**src/rtl/requantize_pipe.sv**
```systemverilog
// requantize_pipe: two-stage, per-channel requantizer with valid/ready flow.
// Each sample keeps its nquant most-significant bits; dropped LSBs are rounded
// (truncate / half-up / half-even), saturated on round-up overflow, then zeroed
// so the result stays left-aligned at full width.
// Optional build macro REQUANTIZE_SATSTATS_EN adds a sticky 16-bit saturation
// event counter on sat_count (cleared by cnt_clr); without it sat_count is 0.
//
// Handshake: en = !dout_valid || dout_ready and din_ready = en. A sample
// transfers in on din_valid && din_ready and out on dout_valid && dout_ready.
// Both stages move only when en=1, bubbles are kept, and dout/dout_ch/dout_sat
// hold still while dout_valid && !dout_ready.
module requantize_pipe #(
   parameter  int DW     = 18,
   parameter  int NCH    = 4,
   parameter  int SIGNED = 0,
   localparam int NQW    = $clog2(DW + 1),
   localparam int CHW    = (NCH > 1) ? $clog2(NCH) : 1
) (
   input  logic           clock,
   input  logic           reset,
   input  logic           cfg_we,
   input  logic [CHW-1:0] cfg_ch,
   input  logic [NQW-1:0] cfg_nquant,
   input  logic [1:0]     cfg_mode,
   input  logic [DW-1:0]  din,
   input  logic [CHW-1:0] din_ch,
   input  logic           din_valid,
   output logic           din_ready,
   output logic [DW-1:0]  dout,
   output logic [CHW-1:0] dout_ch,
   output logic           dout_valid,
   input  logic           dout_ready,
   output logic           dout_sat,
   output logic [15:0]    sat_count,
   input  logic           cnt_clr
);

   // per-channel configuration
   logic [NQW-1:0] r_cfg_nq   [NCH];
   logic [1:0]     r_cfg_mode [NCH];

   // stage 1 registers
   logic           r_s1_valid;
   logic [CHW-1:0] r_s1_ch;
   logic [DW-1:0]  r_s1_kept;
   logic [NQW-1:0] r_s1_s;
   logic [1:0]     r_s1_mode;
   logic           r_s1_half;
   logic           r_s1_sticky;
   logic           r_s1_zero;

   // output stage registers
   logic           r_dout_valid;
   logic [DW-1:0]  r_dout;
   logic [CHW-1:0] r_dout_ch;
   logic           r_dout_sat;

   logic           w_en;
   logic [CHW-1:0] w_sel;
   logic [NQW-1:0] w_nq;
   logic [1:0]     w_mode;
   logic [NQW-1:0] w_s;
   logic [DW-1:0]  w_kept;
   logic           w_half;
   logic           w_sticky;
   logic           w_zero;

   logic           w_inc;
   logic [DW:0]    w_sum;
   logic [DW-1:0]  w_kmax;
   logic           w_ovf;
   logic [DW-1:0]  w_r;
   logic [DW-1:0]  w_dout;
   logic           w_sat;

   assign w_en      = !r_dout_valid || dout_ready;
   assign din_ready = w_en;

   // config write; out-of-range channel indices are dropped
   always_ff @(posedge clock or negedge reset) begin
      if (!reset) begin
         for (int i = 0; i < NCH; i++) begin
            r_cfg_nq[i]   <= NQW'(DW);
            r_cfg_mode[i] <= 2'd2;
         end
      end else if (cfg_we && (int'(cfg_ch) < NCH)) begin
         r_cfg_nq[cfg_ch]   <= cfg_nquant;
         r_cfg_mode[cfg_ch] <= cfg_mode;
      end
   end

   // stage 1 decode: select channel config, split kept / dropped bits
   always_comb begin
      w_sel    = (int'(din_ch) < NCH) ? din_ch : '0;
      w_nq     = r_cfg_nq[w_sel];
      w_mode   = r_cfg_mode[w_sel];
      w_zero   = (w_nq == '0);
      w_s      = (w_nq >= NQW'(DW)) ? '0 : NQW'(DW) - w_nq;
      w_half   = 1'b0;
      w_sticky = 1'b0;
      if (SIGNED != 0) begin
         w_kept = $signed(din) >>> w_s;
      end else begin
         w_kept = din >> w_s;
      end
      for (int i = 0; i < DW; i++) begin
         if (i + 1 == int'(w_s)) w_half = din[i];
         if (i + 1 < int'(w_s))  w_sticky = w_sticky | din[i];
      end
   end

   // stage 1 register, advances with the output stage
   always_ff @(posedge clock or negedge reset) begin
      if (!reset) begin
         r_s1_valid  <= 1'b0;
         r_s1_ch     <= '0;
         r_s1_kept   <= '0;
         r_s1_s      <= '0;
         r_s1_mode   <= '0;
         r_s1_half   <= 1'b0;
         r_s1_sticky <= 1'b0;
         r_s1_zero   <= 1'b0;
      end else if (w_en) begin
         r_s1_valid <= din_valid;
         if (din_valid) begin
            r_s1_ch     <= din_ch;
            r_s1_kept   <= w_kept;
            r_s1_s      <= w_s;
            r_s1_mode   <= w_mode;
            r_s1_half   <= w_half;
            r_s1_sticky <= w_sticky;
            r_s1_zero   <= w_zero;
         end
      end
   end

   // stage 2: round increment, guarded add, saturate, re-align
   always_comb begin
      unique case (r_s1_mode)
         2'd1:    w_inc = r_s1_half;
         2'd2:    w_inc = r_s1_half && (r_s1_sticky || r_s1_kept[0]);
         default: w_inc = 1'b0;
      endcase
      if (SIGNED != 0) begin
         w_sum  = {r_s1_kept[DW-1], r_s1_kept} + {{DW{1'b0}}, w_inc};
         w_kmax = {DW{1'b1}} >> (int'(r_s1_s) + 1);
         w_ovf  = $signed(w_sum) > $signed({1'b0, w_kmax});
      end else begin
         w_sum  = {1'b0, r_s1_kept} + {{DW{1'b0}}, w_inc};
         w_kmax = {DW{1'b1}} >> r_s1_s;
         w_ovf  = w_sum > {1'b0, w_kmax};
      end
      w_r    = w_ovf ? w_kmax : w_sum[DW-1:0];
      w_dout = r_s1_zero ? '0 : (w_r << r_s1_s);
      w_sat  = w_ovf && !r_s1_zero;
   end

   // output register, held while downstream stalls
   always_ff @(posedge clock or negedge reset) begin
      if (!reset) begin
         r_dout_valid <= 1'b0;
         r_dout       <= '0;
         r_dout_ch    <= '0;
         r_dout_sat   <= 1'b0;
      end else if (w_en) begin
         r_dout_valid <= r_s1_valid;
         if (r_s1_valid) begin
            r_dout     <= w_dout;
            r_dout_ch  <= r_s1_ch;
            r_dout_sat <= w_sat;
         end
      end
   end

   assign dout       = r_dout;
   assign dout_ch    = r_dout_ch;
   assign dout_valid = r_dout_valid;
   assign dout_sat   = r_dout_sat;

`ifdef REQUANTIZE_SATSTATS_EN
   logic [15:0] r_sat_count;

   // saturation event counter: clear wins, sticks at all-ones
   always_ff @(posedge clock or negedge reset) begin
      if (!reset) begin
         r_sat_count <= '0;
      end else if (cnt_clr) begin
         r_sat_count <= '0;
      end else if (r_dout_valid && dout_ready && r_dout_sat && (r_sat_count != 16'hFFFF)) begin
         r_sat_count <= r_sat_count + 16'd1;
      end
   end

   assign sat_count = r_sat_count;
`else
   logic w_unused_cnt_clr;

   assign w_unused_cnt_clr = cnt_clr;
   assign sat_count        = '0;
`endif

endmodule

```
**config.mk**
```make
export PLATFORM = sky130hd
export DESIGN_NAME = requantize_pipe
export DESIGN_NICKNAME = d
export VERILOG_FILES = /design/src/rtl/requantize_pipe.sv
export SDC_FILE = /design/constraint.sdc
export NUM_CORES = 1
export LEC_CHECK = 0
export ABC_AREA = 0
export ABC_CLOCK_PERIOD_IN_PS = 5250
export CAP_MARGIN = 25
export CORE_UTILIZATION = 58
export CTS_CLUSTER_DIAMETER = 100
export DETAILED_ROUTE_END_ITERATION = 6
export PLACE_DENSITY = 0.82
export SLEW_MARGIN = 20
export SYNTH_ARGS = -nofsm -noshare
export SYNTH_HDL_FRONTEND = slang
export SYNTH_SLANG_ARGS = --single-unit
```
**constraint.sdc**
```tcl
create_clock -name clock -period 5.25 [get_ports clock]
set_input_delay 0.7875 -clock clock [delete_from_list [all_inputs] [get_ports clock]]
set_output_delay 0.7875 -clock clock [all_outputs]
set_load 0.01 [all_outputs]
```
* After elaboration in Yosys (flattened, before gate mapping)
Index checks and enable logic that the tools add are counted.
W data, S select, Z words.
** Word-level totals
- Flip-flop bits (word level) :: 81
- Bits of input ports :: 35
- Logic and storage cells :: 149
** Operators by class
- Add/sub/neg operators :: 2
- Magnitude comparators :: 23
- Equality and inequality tests :: 20
- Shift-type cells :: 3
- Multiplexer cells :: 52
- Bitwise logic cells :: 19
- Reduce and logical (&&, ||, !) cells :: 10
** Operators with widths (number)
- $eq A5 B5 Y1 const A :: 11
- $lt A4 B5 Y1 const A :: 8
- $mux W1 :: 36
- $mux W18 :: 2
- $bwmux W20 :: 1
- $eq A4 B5 Y1 const A :: 4
- $lt A3 B5 Y1 const A :: 4
- $mux W5 :: 4
- $add A18 B1 Y19 :: 1
- $gt A19 B18 Y1 :: 1
- $shl A18 B5 Y18 :: 1
- $shr A18 B5 Y18 :: 1
- $shr A18 B5 Y18 const A :: 1
- $or A1 B1 Y1 :: 17
- $lt A5 B5 Y1 const A :: 3
- $bmux W5 S2 :: 1
- $demux W5 S2 :: 1
- $eq A3 B5 Y1 const A :: 2
- $lt A2 B5 Y1 const A :: 2
- $bwmux W8 :: 1
- $ge A3 B3 Y1 const B :: 2
- $mux W2 :: 3
- $not A2 Y3 :: 2
- $eq A2 B5 Y1 const A :: 1
- other kinds (14) :: 19

* Depth between registers and ports, before layout
Gate-level depths: netlist (run 1).
- Depth in word-level cells :: 42
- Mapped depth :: 24

* Worst setup path before layout (run 1)
OpenSTA, ideal clock, no wires.
- Path type :: register to register
- Start :: register r_s1_mode[0]
- End :: register r_dout[12], in the netlist dout[12]
- Library setup time :: 0.087 ns
- Data arrival time :: 4.472 ns
- Data required time :: 5.163 ns
- Path slack :: 0.691 ns
- Stages on the path, launching flop included :: 25
- Cell sequence :: dfrtp_1 inv_1 ha_1 o21a_1 nor2_1 nor3b_1 ha_1 ha_1 nand4_1 nor2_1 and4_1 xnor2_1 inv_1 ha_1 a21oi_1 o21ai_0 a2111oi_0 a2111oi_2 nor2_1 buf_2 buf_2 mux4_2 nand2_1 o211ai_1 o211ai_1
** Between the ends
- Word-level cells in the longest chain between the ends :: 7
** Ends and longest elaborated chain
- start, declared :: line 47 : logic [1:0] r_s1_mode;
- start signal, assigned :: line 129 : r_s1_mode <= w_mode;
- $eq A2 B2 Y1 or $eq A2 B1 Y1 (tied branches) :: line 139 : unique case (r_s1_mode)
- $pmux W1 S2 * :: line 139
- $add A18 B1 Y19 * :: line 149 : w_sum = {1'b0, r_s1_kept} + {{DW{1'b0}}, w_inc};
- $gt A19 B18 Y1 :: line 151 : w_ovf = w_sum > {1'b0, w_kmax};
- $mux W18 * :: line 153 : w_r = w_ovf ? w_kmax : w_sum[DW-1:0];
- $shl A18 B5 Y18 * :: line 154 : w_dout = r_s1_zero ? '0 : (w_r << r_s1_s);
- $mux W18 * :: line 154
- end signal, assigned :: line 168 : r_dout <= w_dout;
- end, declared :: line 54 : logic [DW-1:0] r_dout;
Every way passes the cells marked *; elsewhere a longest branch is shown, timed or not.
A chain may end at the register's enable or synchronous reset.

* Final worst setup path (run 1)
- Start :: register r_s1_mode[0]
- End :: register r_dout[14], in the netlist dout[14]
The elaborated chain is that of the path after synthesis.

==> metrics.cfg, run 1 <==
[floorplan]
start_util = 0.599
coreArea_um2 = 10900
dieArea_um2 = 11700
die_x_um = 108
io_pins = 74
rows = 38
fp.dieH_um = 108

[drt]
drt-initial-drc-count = 620
vias_per_cell = 6.58
firstDrtPassIters = 5
drc = 0
drt_wl_total_um = 18400
wl_per_cell_um = 19.6
via_count = 6166
antenna_left = 0

[final_layout]
diodes = 0
drive_gt1_frac = 0.172
area_growth_pct = 17.2
nets = 852
nFillCells = 839
finalNonFillerCells = 937

[placed_design]
place.gp.congestion = 0.961
post-dp-hpwl_um = 13800
dp_cells = 920
pre_cts_ws_ns = -0.0119
portBuffers = 56

[cts]
htree_num_levels = 3
cts.sinks = 81
cts_tree = yes
root_buffer = clkbuf_16
clk_latency_ns = 0.34
cts-buffers-inserted = 9
clk_path_buf_depth = 2
path_clk_slew_ns = 0.07
cts_hold_buf = 0

[worst_setup_path]
worstSetupPathDepth = 24
worstPathMaxFanout = 11
start_kind = flop
path_cells = inv_1 > ha_1 > o21a_1 > nor2_1 > nor3b_2 > ha_2 > ha_2 > nand4_1 > nor4_1 > xnor2_1 > inv_1 > ha_1 > nand2_1 > o21ai_1 > a2111oi_0 > buf_4 > a2111oi_4 > nor2_1 > buf_6 > buf_4 > a211o_4 > mux2i_4 > mux2i_1 > o211ai_1
critPathSlowestCell = a2111oi_4
worstRegToRegCells = 24
crit_type = reg -> reg
crit_path_end_kind = flop
cp_top_family = compound AO/OA/AOI/OAI gates
cp_num_buf_inv = 5
cp.required_ns = 5.51
cp_data_arrival_time_ns = 5.25
max_stage_delay_ns = 0.49

[timing]
skew_ns = 0.0121
fin_crit_sh = 0.949
maxSlewHeadroom = 0.367
fmax_mhz = 201
tightest_slew_ns = 0.950
hold_viol = 0
grt_setup_unrepaired = yes
min_period_ns = 4.98
report.final.slew_viol_count = 0
setup_viol = 0
fin_ws_ns = 0.268

[logic_synthesis]
synth_commonest_cells = nand2_1 (87), dfrtp_1 (69), mux2i_1 (56)
synth_area_per_cell_um2 = 8.89
synth_seq_cells = 81
yosys.area.top_type = dfrtp_1
synth_edf_count = 0
ys_top_cells_by_area = dfrtp_1 (26%), mux2i_1 (8.6%), mux2_2 (6.4%)
synth_seq_area_share = 0.312
synthFlopType = dfrtp_1
yosys_warnings = 0
synthArstFlopShare = 1.00
yosys.cell_count.top_type = nand2_1
synth_top_area_frac = 0.264
synthesis.area_um2 = 6550
syn_inst = 737
synthDistinctLibCells = 73

[power]
leakagePower_nw = 3.24
p_per_area_nw_per_um2 = 588
peakVddDrop_v = 0.000404

[global_route]
first_global_vias = 5867
grt_first_pass_wirelength_um = 29600
antenna_found_initial = 0
overflow = 0
track_usage = 0.326
grt_max_degree = 82

[min_path]
hp-class = in -> async

[run_status]
status = finished, final reports clean

[job]
cap_violations = 0

per-layer routing:
metal / global-route usage / vias to the layer above / share of wire
li1: - / 2830 / -
met4: 0.104 / 0 / 0.020
met3: 0.0500 / 45 / 0.074
met2: 0.557 / 306 / 0.49
met5: 0 / - / 0
met1: 0.424 / 2985 / 0.41
logic make-up (layout without fill, tap and decap cells):
family	count (synthesis)	in the layout	synth area share
flops	81	81	0.312
fa+ha+maj	25	25	0.0477
mux	104	104	0.187
compound gates	195	195	0.203
buf+inv	85	130	0.0626
simple gates	228	228	0.163
xor+xnor	18	18	0.0241
other cells	1	16	0.000572
final cells by class:
class / count / area, um2 / share of cell area
Timing Repair Buffer: 88 / 806 / 0.105
Clock buffer: 11 / 253 / 0.0329
Multi-Input combinational cell: 586 / 4270 / 0.556
Clock inverter: 5 / 35.0 / 0.00456
Inverter: 26 / 97.6 / 0.0127
Tap cell: 140 / 175 / 0.0228
Sequential cell: 81 / 2040 / 0.266
placed cells by master (no fill, tap or decap), types with 9 or more instances in the layout:
cell,count
a21oi_1,33
buf_4,31
clkbuf_16,9
clkdlybuf4s50_1,55
conb_1,16
dfrtp_1,69
dfstp_2,12
ha_1,23
inv_1,25
mux2_2,37
mux2i_1,55
mux4_2,11
nand2_1,87
nand2b_1,12
nand3_1,21
nand4_1,11
nor2_1,45
nor3_1,11
o211ai_1,13
o21ai_0,43
xnor2_1,12
power breakdown:
part / leakage, nW / switching, mW / total, mW / internal [mW]
Sequential: 0.992 / 0.189 / 1.02 / 0.826
Combinational: 2.11 / 1.66 / 2.90 / 1.23
Clock: 0.142 / 0.254 / 0.601 / 0.348
Total: 3.24 / 2.11 / 4.51 / 2.41
final timing paths:
kind | startpoint | to | slack (ns)
setup / recovery | r_s1_mode[0]$_DFFE_PN0P_ | dout[14]$_DFFE_PN0P_ | 0.27
hold / removal | reset | dout[10]$_DFFE_PN0P_ | 0.46
setup reg to reg | r_s1_mode[0]$_DFFE_PN0P_ | dout[14]$_DFFE_PN0P_ | 0.27
hold reg to reg | dout[5]$_DFFE_PN0P_ | dout[5]$_DFFE_PN0P_ | 0.49
max in group asynchronous | reset | r_s1_kept[12]$_DFFE_PN0P_ | 4.25
min in group clock | dout[5]$_DFFE_PN0P_ | dout[5]$_DFFE_PN0P_ | 0.49
registers in the layout, summed over array words and instances, names as in the netlist, 2 cells and up:
| name | flops |
|---|---|
| r_cfg_mode | 8 |
| r_s1_ch | 2 |
| r_s1_kept | 18 |
| dout | 18 |
| r_s1_mode | 2 |
| dout_ch | 2 |
| r_s1_s | 5 |
| r_cfg_nq | 20 |
timing repair:
| action | 4_1_cts | 5_1_grt |
|---|---|---|
| pin swaps | 0 | 8 |
| gates resized for setup | 1 | 24 |
| endpoints found under the setup margin | 5 | 16 |
| buffers inserted | 0 | 1 |
metrics by stage:
stage / TNS (ns) / power, mW / util / instance area (um2) / hold slack, ns
3_5_place_dp: -0.0228 / 3.71 / 0.665 / 7270 / 0.477
4_1_cts: 0 / 4.33 / 0.693 / 7570 / 0.497
3_3_place_gp: 0 / 3.63 / 0.665 / 7270 / 0.458
5_1_grt: -0.0540 / 4.79 / 0.702 / 7680 / 0.522
2_1_floorplan: 0 / 2.85 / - / 6610 / 0.436
6_report: 0 / 4.51 / 0.702 / 7680 / 0.456
Power figures use the tool's default switching activity.
==> run 2: changes to the inputs <==
--- a/config.mk
+++ b/config.mk
@@ -5,13 +5,13 @@
 export SDC_FILE = /design/constraint.sdc
 export NUM_CORES = 1
 export LEC_CHECK = 0
-export ABC_AREA = 0
+export ABC_AREA = 1
 export ABC_CLOCK_PERIOD_IN_PS = 5250
-export CAP_MARGIN = 25
+export CAP_MARGIN = 20
 export CORE_UTILIZATION = 58
 export CTS_CLUSTER_DIAMETER = 100
 export DETAILED_ROUTE_END_ITERATION = 6
-export PLACE_DENSITY = 0.82
+export PLACE_DENSITY = 0.91
 export SLEW_MARGIN = 20
 export SYNTH_ARGS = -nofsm -noshare
 export SYNTH_HDL_FRONTEND = slang
==> run 2 against run 1 <==
Net effect: routed wire length is 1.5% lower; sequential power is 7% lower; non-clock buffer count is 17 lower; global-route usage is 0.36 points lower; critical path type unchanged; largest power group unchanged; highest routed layer unchanged.
==> metrics.cfg, run 2 <==
[power]
peakVddDrop_v = 0.000329
p_per_area_nw_per_um2 = 505
leakagePower_nw = 3.71

[worst_setup_path]
max_stage_delay_ns = 0.36
cp.required_ns = 5.48
crit_type = reg -> reg
crit_path_end_kind = flop
worstPathMaxFanout = 14
critPathSlowestCell = dfrtp_1
worstRegToRegCells = 33
cp_data_arrival_time_ns = 5.21
cpMostUsedCell = nand2_1
start_kind = flop

[drt]
wl_per_cell_um = 15.3
drt_wl_total_um = 18100
drt-initial-drc-count = 600
vias_per_cell = 5.83
via_count = 6893
drc = 0
firstDrtPassIters = 5
antenna_left = 0

[logic_synthesis]
yosys.area.top_type = dfrtp_1
synthesis.area_um2 = 6580
synth_seq_area_share = 0.311
synth_top_area_frac = 0.263
yosys_warnings = 0
synth_seq_cells = 81
synthFlopType = dfrtp_1
ys_top_cells_by_area = dfrtp_1 (26%), nand2_1 (16%), o21ai_0 (8.4%)
synthArstFlopShare = 1.00
syn_inst = 990
synthDistinctLibCells = 53
synth_edf_count = 0
synth_area_per_cell_um2 = 6.64
yosys.cell_count.top_type = nand2_1
synth_commonest_cells = nand2_1 (283), inv_1 (116), o21ai_0 (110)

[min_path]
hp-class = in -> async

[floorplan]
coreArea_um2 = 10900
start_util = 0.601
io_pins = 74
fp.dieH_um = 108
dieArea_um2 = 11800
die_x_um = 108
rows = 38

[timing]
hold_viol = 0
fin_crit_sh = 0.948
fmax_mhz = 201
skew_ns = 0.00565
setup_viol = 0
min_period_ns = 4.98
tightest_slew_ns = 0.934
report.final.slew_viol_count = 0
maxSlewHeadroom = 0.376

[cts]
clk_latency_ns = 0.34
path_clk_slew_ns = 0.06
cts.sinks = 81
cts_hold_buf = 0
htree_num_levels = 3
clk_path_buf_depth = 2
cts-buffers-inserted = 9
root_buffer = clkbuf_16
cts_tree = yes

[global_route]
use_met1 = 0.418
antenna_found_initial = 0
grt_first_pass_wirelength_um = 29800
overflow = 0
track_usage = 0.323
use_met3 = 0.0482
grt_use_met2 = 0.538
first_global_vias = 6300
grt_max_degree = 82
top_usage_layer = met2

[final_layout]
largest_reg_flops = 20
area_growth_pct = 14.3
finalNonFillerCells = 1182
nets = 1097
diodes = 0
post-route-util = 0.687
most-common-layout-cells = nand2_1 (283), inv_1 (116), o21ai_0 (109)
fin_area_um2 = 7510
final_common_cell = nand2_1
drive_gt1_frac = 0.0921
top_register = r_cfg_nq

[run_status]
status = finished, final reports clean

[job]
cap_violations = 0

[placed_design]
portBuffers = 56
placed_area_um2 = 7150
place.gp.congestion = 0.950
dp_cells = 1161
post-dp-hpwl_um = 13200

[run 2: cell count changes after synthesis, sizes merged, moves of 12 or more]
cell | before | now
xnor2 | 13 | 0
a21oi | 36 | 23
nand2b | 12 | 0
nor2 | 48 | 66
o21ai | 50 | 131
mux2i | 56 | 1
nand3 | 21 | 104
inv | 26 | 125
mux2 | 37 | 0
nand2 | 88 | 298
[run 2: timing repair]
action	4_1_cts	5_1_grt
endpoints found under the setup margin	0	13
buffers inserted	0	3
gates resized for setup	0	7
[run 2: stage by stage]
step | setup slack [ns] | setup TNS [ns] | hold slack [ns] | power [mW]
finish | 0.274 | 0 | 0.323 | 3.79
global route | -0.130 | -0.385 | 0.331 | 4.09
CTS | 0.251 | 0 | 0.468 | 3.67
detailed placement | 0.392 | 0 | 0.457 | 3.07
global placement | 0.539 | 0 | 0.438 | 3.01
floorplan | 1.23 | 0 | 0.432 | 2.51
[run 2: cells by family (layout without fill, tap and decap cells)]
group / Yosys count / count (layout) / share of synthesized area
xor gates and xnor gates: 14 / 14 / 0.0186
and+or+nand+nor: 498 / 499 / 0.339
adders and majority gates: 25 / 25 / 0.0476
other: 1 / 16 / 0.000570
muxes: 1 / 1 / 0.00152
AOI/OAI and AO/OA: 192 / 192 / 0.165
buffers and inverters: 178 / 214 / 0.118
DFF: 81 / 81 / 0.311
[run 2: area by class of cell]
class | count | area [um2]
fill | 935 | 3420
tap | 140 | 175
clock buffer | 11 | 233
timing repair buffer | 71 | 691
clock inverter | 5 | 40.0
inverter | 127 | 479
multi-input combinational | 747 | 3850
sequential | 81 | 2040
[run 2: layer usage]
metal	vias up	wire length, um
met5	-	0
met3	55	1480
met2	389	8640
met4	0	535
met1	3127	7480
li1	3322	-
[run 2: worst max-delay path, delay by kind of cell (launching register included)]
family,cells,cell delay [ns]
flops,1,0.36
buf+inv,3,0.23
compound gates,2,0.49
xor+xnor,1,0.21
fa+ha+maj,4,1.04
simple gates,23,2.56
[run 2: where the power goes]
part	leakage, nW	internal, mW	switching, mW	total (mW)
clock network	0.123	0.324	0.261	0.584
logic	2.58	0.801	1.47	2.27
registers	1.00	0.807	0.137	0.944
[run 2: final timing paths]
kind | slack [ns] | start | to
max in group asynchronous | 4.31 | reset | r_cfg_mode[5]$_DFFE_PN1P_
min in group clock | 0.48 | dout[9]$_DFFE_PN0P_ | dout[9]$_DFFE_PN0P_
setup reg to reg | 0.27 | r_s1_mode[0]$_DFFE_PN0P_ | dout[16]$_DFFE_PN0P_
hold reg to reg | 0.48 | dout[9]$_DFFE_PN0P_ | dout[9]$_DFFE_PN0P_
hold / removal | 0.32 | reset | r_cfg_nq[0]$_DFFE_PN0P_
setup / recovery | 0.27 | r_s1_mode[0]$_DFFE_PN0P_ | dout[16]$_DFFE_PN0P_
